## src/rtl/read_multi_pkg.sv

```systemverilog
// Shared definitions for the multi-channel read engine: controller states
// and the iteration-mode encoding seen on the mode input.
package read_multi_pkg;

  typedef enum logic [1:0] {
    IDLE  = 2'd0,
    RUN   = 2'd1,
    DRAIN = 2'd2
  } state_t;

  localparam logic MODE_REPEAT = 1'b0;
  localparam logic MODE_LINEAR = 1'b1;

endpackage

```

## src/rtl/read_fifo.sv

```systemverilog
// Synchronous output FIFO for the read engine. Holds the concatenated
// channel words between the memory return path and the consumer. The head
// reads as zero while empty so the output bus is quiet between jobs.
module read_fifo #(
  parameter int WIDTH = 32,
  parameter int DEPTH = 4
) (
  input  logic                     clk,
  input  logic                     rst,
  input  logic                     flush,
  input  logic                     push,
  input  logic                     pop,
  input  logic [WIDTH-1:0]         data_in,
  output logic [WIDTH-1:0]         data_out,
  output logic [$clog2(DEPTH):0]   count,
  output logic                     empty
);

  localparam int PtrWidth   = $clog2(DEPTH);
  localparam int CountWidth = PtrWidth + 1;

  logic [WIDTH-1:0]      r_mem [DEPTH];
  logic [PtrWidth-1:0]   r_wrPtr;
  logic [PtrWidth-1:0]   r_rdPtr;
  logic [CountWidth-1:0] r_count;
  logic                  w_full;
  logic                  w_doPush;
  logic                  w_doPop;

  // Qualify push/pop against occupancy; a push into a full FIFO is only
  // accepted when a pop frees the slot in the same cycle.
  always_comb begin
    w_full   = (r_count == CountWidth'(DEPTH));
    w_doPop  = pop && (r_count != '0);
    w_doPush = push && (!w_full || w_doPop);
  end

  // Storage array; flush only moves the pointers, stale data is never read.
  always_ff @(posedge clk) begin
    if (w_doPush && !flush) begin
      r_mem[r_wrPtr] <= data_in;
    end
  end

  // Pointer and occupancy bookkeeping; flush wins over push and pop.
  always_ff @(posedge clk) begin
    if (rst || flush) begin
      r_wrPtr <= '0;
      r_rdPtr <= '0;
      r_count <= '0;
    end else begin
      if (w_doPush) begin
        r_wrPtr <= r_wrPtr + PtrWidth'(1);
      end
      if (w_doPop) begin
        r_rdPtr <= r_rdPtr + PtrWidth'(1);
      end
      case ({w_doPush, w_doPop})
        2'b10:   r_count <= r_count + CountWidth'(1);
        2'b01:   r_count <= r_count - CountWidth'(1);
        default: r_count <= r_count;
      endcase
    end
  end

  assign empty    = (r_count == '0);
  assign count    = r_count;
  assign data_out = empty ? '0 : r_mem[r_rdPtr];

endmodule

```

## src/rtl/read_multi.sv

```systemverilog
// Multi-channel read engine. Walks NUM_CHANNELS memories in lockstep with a
// shared offset, one read per cycle while the output FIFO has room for every
// outstanding return, and delivers concatenated words under valid/avail.
module read_multi
  import read_multi_pkg::*;
#(
  parameter int NUM_CHANNELS           = 2,
  parameter int DATA_WIDTH             = 16,
  parameter int LOG_MAX_ITERS          = 16,
  parameter int LOG_MAX_READS_PER_ITER = 16,
  parameter int LOG_MAX_ADDRESS        = 16,
  parameter int READ_LATENCY           = 1,
  parameter int FIFO_DEPTH             = 4
) (
  input  logic                                    clk,
  input  logic                                    rst,
  input  logic                                    configure,
  input  logic                                    mode,
  input  logic [LOG_MAX_ITERS-1:0]                num_iters,
  input  logic [LOG_MAX_READS_PER_ITER-1:0]       num_reads_per_iter,
  input  logic [LOG_MAX_ADDRESS*NUM_CHANNELS-1:0] base_address,
  input  logic [LOG_MAX_ADDRESS-1:0]              stride,
  output logic [LOG_MAX_ADDRESS*NUM_CHANNELS-1:0] address_out,
  output logic                                    read,
  input  logic [DATA_WIDTH*NUM_CHANNELS-1:0]      data_in,
  output logic                                    valid_out,
  output logic [DATA_WIDTH*NUM_CHANNELS-1:0]      data_out,
  input  logic                                    avail_in,
  output logic                                    busy,
  output logic                                    done
);

  localparam int CountWidth   = $clog2(FIFO_DEPTH) + 1;
  localparam int SumWidth     = CountWidth + 1;
  localparam int AddrBusWidth = LOG_MAX_ADDRESS * NUM_CHANNELS;
  localparam int DataBusWidth = DATA_WIDTH * NUM_CHANNELS;

  // Latched job description
  state_t                              r_state;
  logic                                r_mode;
  logic [LOG_MAX_ITERS-1:0]            r_numIters;
  logic [LOG_MAX_READS_PER_ITER-1:0]   r_numReads;
  logic [AddrBusWidth-1:0]             r_base;
  logic [LOG_MAX_ADDRESS-1:0]          r_stride;

  // Walk position
  logic [LOG_MAX_ADDRESS-1:0]          r_offset;
  logic [LOG_MAX_READS_PER_ITER-1:0]   r_readCount;
  logic [LOG_MAX_ITERS-1:0]            r_iterCount;

  // Memory side and return tracking
  logic                                r_read;
  logic [AddrBusWidth-1:0]             r_address;
  logic [READ_LATENCY-1:0]             r_tag;
  logic [CountWidth-1:0]               r_inflight;

  // Effective values: the live config inputs on a configure cycle so the
  // first read can go out on the same edge, otherwise the latched state.
  logic                                w_mode;
  logic [LOG_MAX_ITERS-1:0]            w_numIters;
  logic [LOG_MAX_READS_PER_ITER-1:0]   w_numReads;
  logic [AddrBusWidth-1:0]             w_base;
  logic [LOG_MAX_ADDRESS-1:0]          w_stride;
  logic [LOG_MAX_ADDRESS-1:0]          w_offset;
  logic [LOG_MAX_READS_PER_ITER-1:0]   w_readCount;
  logic [LOG_MAX_ITERS-1:0]            w_iterCount;

  logic [AddrBusWidth-1:0]             w_address;
  logic                                w_zeroLen;
  logic                                w_space;
  logic                                w_lastRead;
  logic                                w_lastIter;
  logic                                w_issue;
  logic                                w_push;
  logic                                w_pop;
  logic                                w_drained;
  logic [CountWidth-1:0]               w_fifoCount;
  logic                                w_fifoEmpty;
  state_t                              w_nextState;

  // Select between live config (restart) and latched job state.
  always_comb begin
    if (configure) begin
      w_mode      = mode;
      w_numIters  = num_iters;
      w_numReads  = num_reads_per_iter;
      w_base      = base_address;
      w_stride    = stride;
      w_offset    = '0;
      w_readCount = '0;
      w_iterCount = '0;
    end else begin
      w_mode      = r_mode;
      w_numIters  = r_numIters;
      w_numReads  = r_numReads;
      w_base      = r_base;
      w_stride    = r_stride;
      w_offset    = r_offset;
      w_readCount = r_readCount;
      w_iterCount = r_iterCount;
    end
  end

  // One adder per channel; the sum wraps naturally at the address width.
  genvar gc;
  generate
    for (gc = 0; gc < NUM_CHANNELS; gc++) begin : g_addr
      assign w_address[gc*LOG_MAX_ADDRESS +: LOG_MAX_ADDRESS] =
        w_base[gc*LOG_MAX_ADDRESS +: LOG_MAX_ADDRESS] + w_offset;
    end
  endgenerate

  // Issue decision, return-path push and consumer pop. A restart flushes the
  // FIFO and tags, so it always has room and suppresses push/pop.
  always_comb begin
    w_zeroLen  = (num_iters == '0) || (num_reads_per_iter == '0);
    w_space    = (SumWidth'(w_fifoCount) + SumWidth'(r_inflight)) < SumWidth'(FIFO_DEPTH);
    w_lastRead = (w_readCount == w_numReads - LOG_MAX_READS_PER_ITER'(1));
    w_lastIter = (w_iterCount == w_numIters - LOG_MAX_ITERS'(1));
    w_push     = r_tag[READ_LATENCY-1] && !configure;
    w_pop      = valid_out && avail_in && !configure;
    w_drained  = w_fifoEmpty && (r_inflight == '0);
    if (configure) begin
      w_issue = !w_zeroLen;
    end else begin
      w_issue = (r_state == RUN) && w_space;
    end
  end

  // Next state and completion pulse; a zero-length job passes through DRAIN
  // with nothing outstanding, so it completes on the following cycle.
  always_comb begin
    w_nextState = r_state;
    done        = 1'b0;
    if (configure) begin
      if (w_zeroLen || (w_lastRead && w_lastIter)) begin
        w_nextState = DRAIN;
      end else begin
        w_nextState = RUN;
      end
    end else begin
      case (r_state)
        RUN: begin
          if (w_issue && w_lastRead && w_lastIter) begin
            w_nextState = DRAIN;
          end
        end
        DRAIN: begin
          if (w_drained) begin
            w_nextState = IDLE;
            done        = 1'b1;
          end
        end
        default: w_nextState = r_state;
      endcase
    end
  end

  // Controller state register.
  always_ff @(posedge clk) begin
    if (rst) begin
      r_state <= IDLE;
    end else begin
      r_state <= w_nextState;
    end
  end

  // Capture the job description on every configure pulse.
  always_ff @(posedge clk) begin
    if (rst) begin
      r_mode     <= MODE_REPEAT;
      r_numIters <= '0;
      r_numReads <= '0;
      r_base     <= '0;
      r_stride   <= '0;
    end else if (configure) begin
      r_mode     <= mode;
      r_numIters <= num_iters;
      r_numReads <= num_reads_per_iter;
      r_base     <= base_address;
      r_stride   <= stride;
    end
  end

  // Advance offset and read/iteration counters after each issued read;
  // REPEAT rewinds the offset at each iteration boundary.
  always_ff @(posedge clk) begin
    if (rst) begin
      r_offset    <= '0;
      r_readCount <= '0;
      r_iterCount <= '0;
    end else if (w_issue) begin
      if (w_lastRead) begin
        r_readCount <= '0;
        r_iterCount <= w_iterCount + LOG_MAX_ITERS'(1);
        r_offset    <= (w_mode == MODE_REPEAT) ? '0 : w_offset + w_stride;
      end else begin
        r_readCount <= w_readCount + LOG_MAX_READS_PER_ITER'(1);
        r_iterCount <= w_iterCount;
        r_offset    <= w_offset + w_stride;
      end
    end else if (configure) begin
      r_offset    <= '0;
      r_readCount <= '0;
      r_iterCount <= '0;
    end
  end

  // Registered read strobe and per-channel addresses toward the memories.
  always_ff @(posedge clk) begin
    if (rst) begin
      r_read    <= 1'b0;
      r_address <= '0;
    end else begin
      r_read <= w_issue;
      if (w_issue) begin
        r_address <= w_address;
      end
    end
  end

  // Tag pipeline marking the cycles where data_in carries a requested word;
  // clearing it on restart drops returns that belong to the aborted job.
  always_ff @(posedge clk) begin
    if (rst || configure) begin
      r_tag <= '0;
    end else begin
      r_tag <= (r_tag << 1) | READ_LATENCY'(r_read);
    end
  end

  // Outstanding reads: up on issue, down when the return lands in the FIFO.
  always_ff @(posedge clk) begin
    if (rst) begin
      r_inflight <= '0;
    end else if (configure) begin
      r_inflight <= w_issue ? CountWidth'(1) : '0;
    end else begin
      case ({w_issue, w_push})
        2'b10:   r_inflight <= r_inflight + CountWidth'(1);
        2'b01:   r_inflight <= r_inflight - CountWidth'(1);
        default: r_inflight <= r_inflight;
      endcase
    end
  end

  read_fifo #(
    .WIDTH (DataBusWidth),
    .DEPTH (FIFO_DEPTH)
  ) u_fifo (
    .clk      (clk),
    .rst      (rst),
    .flush    (configure),
    .push     (w_push),
    .pop      (w_pop),
    .data_in  (data_in),
    .data_out (data_out),
    .count    (w_fifoCount),
    .empty    (w_fifoEmpty)
  );

  assign read        = r_read;
  assign address_out = r_address;
  assign valid_out   = !w_fifoEmpty;
  assign busy        = (r_state != IDLE);

endmodule

```

## config.mk

```make
export PLATFORM = sky130hd
export DESIGN_NAME = read_multi
export DESIGN_NICKNAME = d
export VERILOG_FILES = /design/src/rtl/read_multi_pkg.sv /design/src/rtl/read_fifo.sv /design/src/rtl/read_multi.sv
export SDC_FILE = /design/constraint.sdc
export NUM_CORES = 1
export LEC_CHECK = 0
export BUFFER_PORTS_ARGS = -buffer_cell sky130_fd_sc_hd__buf_2
export CORE_MARGIN = 10
export CORE_UTILIZATION = 50
export DETAILED_ROUTE_END_ITERATION = 10
export GPL_TIMING_DRIVEN = 0
export PLACE_DENSITY = 0.7
export SYNTH_ARGS = -nofsm -noshare
export SYNTH_HDL_FRONTEND = slang
export SYNTH_SLANG_ARGS = --single-unit
```

## constraint.sdc

```tcl
create_clock -name clk -period 10.2 [get_ports clk]
set_input_delay 1.53 -clock clk [delete_from_list [all_inputs] [get_ports clk]]
set_output_delay 1.53 -clock clk [all_outputs]
set_load 0.02 [all_outputs]
```

==> impl_metrics.csv <==
group,metric,value,unit
worst_setup_path,critPathLaunchType,"primary input",
clock_network,cts_buffers,36,
logic_synthesis,async_reset_ff_share,0,%
routing,dr.pass1.iters,5,
sta,finalCritPeriodShare,72.89,%
worst_setup_path,path_class,"in -> reg",
floorplanning,placementRows,64,
logic_synthesis,ys_types,77,
logic_synthesis,yosysMostFrequentCell,"dfxtp_1",
floorplanning,io_pins,185,
routing,vias_per_cell,5.787,
routing,ant_nets,0,
global_routing,grtUsageTotal,21.59,%
flow_run,drv_cap,0,
logic_synthesis,yosys-top-cells-count,"177 x dfxtp_1, 128 x edfxtp_1, 116 x nor2_1, 90 x and2_1, 85 x nand2_1",
worst_setup_path,cp_common_cell,"buf_2",
logic_synthesis,syn_area_per_cell,10.75,um^2
logic_synthesis,ys_seq_elements,305,
global_routing,grt_pass1_vias,12033,
floorplanning,die_w,196.9,um
clock_network,cts_resized,0,
logic_synthesis,synth_edf_count,128,
logic_synthesis,yosys-top-cells-area,"edfxtp_1 25%, dfxtp_1 23%, mux4_2 4.6%",
sta,tightest_slew,937.9,ps
clock_network,cts_tree,"yes",
final_layout,syn_to_final_growth,16.37,%
final_layout,nets,1854,
clock_network,clk_latency,520,ps
floorplanning,start_util,50.86,%
floorplanning,dieArea,38750,um^2
floorplanning,die_h,196.9,um
routing,wl_per_cell,20.52,um
routing,drt_wl_total,43.14,mm
clock_network,clk_path_buf_depth,3,
worst_setup_path,slowest_delay,660,ps
sta,finalHoldViolCount,0,
place,portBuffers,184,
pwr,p_leak,0.007186,uW
logic_synthesis,synth.top_cell.area_share,24.58,%
clock_network,cts.clk_slew.worst_paths,60,ps
sta,relSlewSlack,37.47,%
routing,dr_total_vias,12170,
clock_network,cts_max_level,2,
worst_setup_path,crit_chain,"buf_2 > buf_6 > buf_6 > buf_2 > buf_2 > buf_2 > buf_2 > buf_2 > buf_1 > buf_2 > mux2i_1 > ha_1 > o21ai_1 > nor4_1 > xor2_1 > a311oi_1 > nand4_2 > o31ai_1 > buf_2 > nor3_1",
clock_network,cts_setup_buffers,0,
place,routabilityCongestion,0.9272,
global_routing,overflow,0,
min_path,hold_class,"reg -> reg",
logic_synthesis,synthFlopType,"dfxtp_1",
logic_synthesis,ys_seq_area_share,47.24,%
worst_setup_path,crit_arrival,7820,ps
sta,setup_viol,0,
floorplanning,core-area,30750,um^2
worst_setup_path,critPathSlowestCell,"o31ai_1",
global_routing,grt_pass1_wl,66.39,mm
sta,max_freq,134.5,MHz
worst_setup_path,worstPathRequired,10580,ps
logic_synthesis,synthesis.area,15640,um^2
logic_synthesis,syn_nets,1632,
routing,route.detailed.drc,0,
logic_synthesis,synth_warnings,0,
logic_synthesis,synth_top_cell_by_area,"edfxtp_1",
sta,finalSetupTns,0,ps
final_layout,fin_area,18200,um^2
worst_setup_path,path_buf_inv,11,
clock_network,hold_buffers,0,
place,place_hpwl,31.44,mm
outcome,run_status,"completed",
final_layout,nFillCells,2641,
sta,rsz0062_at_grt,"no",
logic_synthesis,syn_inst,1455,
worst_setup_path,cp_top_family,"buffers and inverters",
routing,drtIter0Drc,793,
global_routing,grt_max_degree,33,
sta,maxSlewViolCount,0,
worst_setup_path,critPathCaptureType,"flop",
clock_network,clockRootBuffer,"clkbuf_16",
sta,fin_worst_skew,12.59,ps
pwr,vdd_drop_max,132.6,uV
place,place_area,17060,um^2
final_layout,drive_gt1_share,21.20,%
pwr,pwr_density_cell,160.7,nW/um^2
sta,period_needed,7435,ps
clock_network,cts_sinks,305,
global_routing,antenna_found_initial,5,
worst_setup_path,crit_path_max_fanout,10,
==> layout make-up <==
class	count	area (um^2)	area share (%)
sequential	305	7387	40.59
timing repair buffer	184	920.9	5.060
tap	396	495.5	2.723
inverter	26	97.59	0.5363
antenna	4	10.01	0.05500
buffer	70	294.0	1.616
clock inverter	10	108.9	0.5981
multi-input combinational	1054	7865	43.22
clock buffer	54	1020	5.603
==> worst min-delay path: cells and delay by family (launching register included) <==
| family | cells | cell delay (ps) |
|---|---|---|
| AO/OA/AOI/OAI | 1 | 50 |
| flip-flops | 1 | 300 |
| AND/OR/NAND/NOR | 1 | 50 |
==> per-layer routing <==
layer,global-route usage (%),share of wire (%),up-vias
met5,0,0.016,-
met1,28.06,44,5811
li1,-,-,5831
met3,4.072,6.8,87
met2,35.07,46,439
met4,8.288,3.4,2
==> power by group <==
part | total (uW) | internal (uW) | leakage (uW) | switching [uW]
Clock | 1230 | 723 | 0.000553 | 506
Sequential | 1330 | 1310 | 0.00260 | 23.5
Combinational | 363 | 145 | 0.00403 | 218
Total | 2920 | 2180 | 0.00719 | 747
==> stage by stage <==
step	power [uW]	util [%]	cells	setup slack (ps)	hold slack [ps]
after detailed placement	1716	55.48	2035	2318	445.4
after floorplan	1592	-	1455	4260	456.0
after global routing	3031	59.18	2103	2553	482.6
final	2925	59.18	2103	2765	446.9
after global placement	1708	55.46	2035	2372	438.5
after CTS	2938	59.15	2099	2877	451.6
==> placed cells by master, fill, tap and decap left out, types with 6 or more instances in the layout <==
cell	instances
a211oi_1	12
a21o_1	6
a21oi_1	69
a22o_1	16
a31oi_1	7
and2_1	86
and3_1	16
buf_1	12
buf_2	194
clkbuf_1	59
clkbuf_16	37
dfxtp_1	177
edfxtp_1	128
ha_1	55
inv_1	25
mux2_2	53
mux2i_1	38
mux4_2	32
nand2_1	85
nand2b_1	8
nand3_1	30
nand3b_1	6
nand4_1	19
nor2_1	116
nor2b_1	34
nor3_1	46
nor3b_1	6
nor4_1	18
nor4b_1	7
o211ai_1	6
o21a_1	10
o21ai_0	42
o21bai_1	8
o311ai_0	10
o31ai_1	6
o41ai_1	9
or3_1	22
xnor2_1	58
xor2_1	39
==> logic make-up (layout without fill, tap and decap cells) <==
group	Yosys count	after routing	share of synthesized area, %
simple gates	527	527	17.90
flops	305	305	47.24
compound gates	243	243	10.58
mux	127	127	11.30
xor+xnor	97	97	5.432
buf+inv	96	344	2.504
fa+ha+maj	60	60	5.040
other cells	0	4	0
==> registers in the layout (all words and copies together), names as in the netlist, named ones only <==
name / cells
r_mode: 1
r_numIters: 16
r_stride: 16
r_base: 32
r_readCount: 16
address_out: 32
r_tag: 1
u_fifo.r_mem: 128
r_iterCount: 16
u_fifo.r_wrPtr: 2
u_fifo.count: 3
r_state: 2
r_offset: 16
r_numReads: 16
r_inflight: 3
u_fifo.r_rdPtr: 2
read: 1
==> path summary, 6_finish.rpt <==
| kind | from | end | slack, ps | cells after the start |
|---|---|---|---|---|
| worst min register to register | address_out[0]$_SDFFE_PP0P_ | address_out[0]$_SDFFE_PP0P_ | 450 | 2 |
| worst max register to register | r_numReads[0]$_SDFF_PP0_ | r_readCount[14]$_SDFF_PP0_ | 6790 | 10 |
| worst max-delay path | configure | r_readCount[14]$_SDFF_PP0_ | 2770 | 20 |
| worst min-delay path | address_out[0]$_SDFFE_PP0P_ | address_out[0]$_SDFFE_PP0P_ | 450 | 2 |
Power figures use the tool's default switching activity.
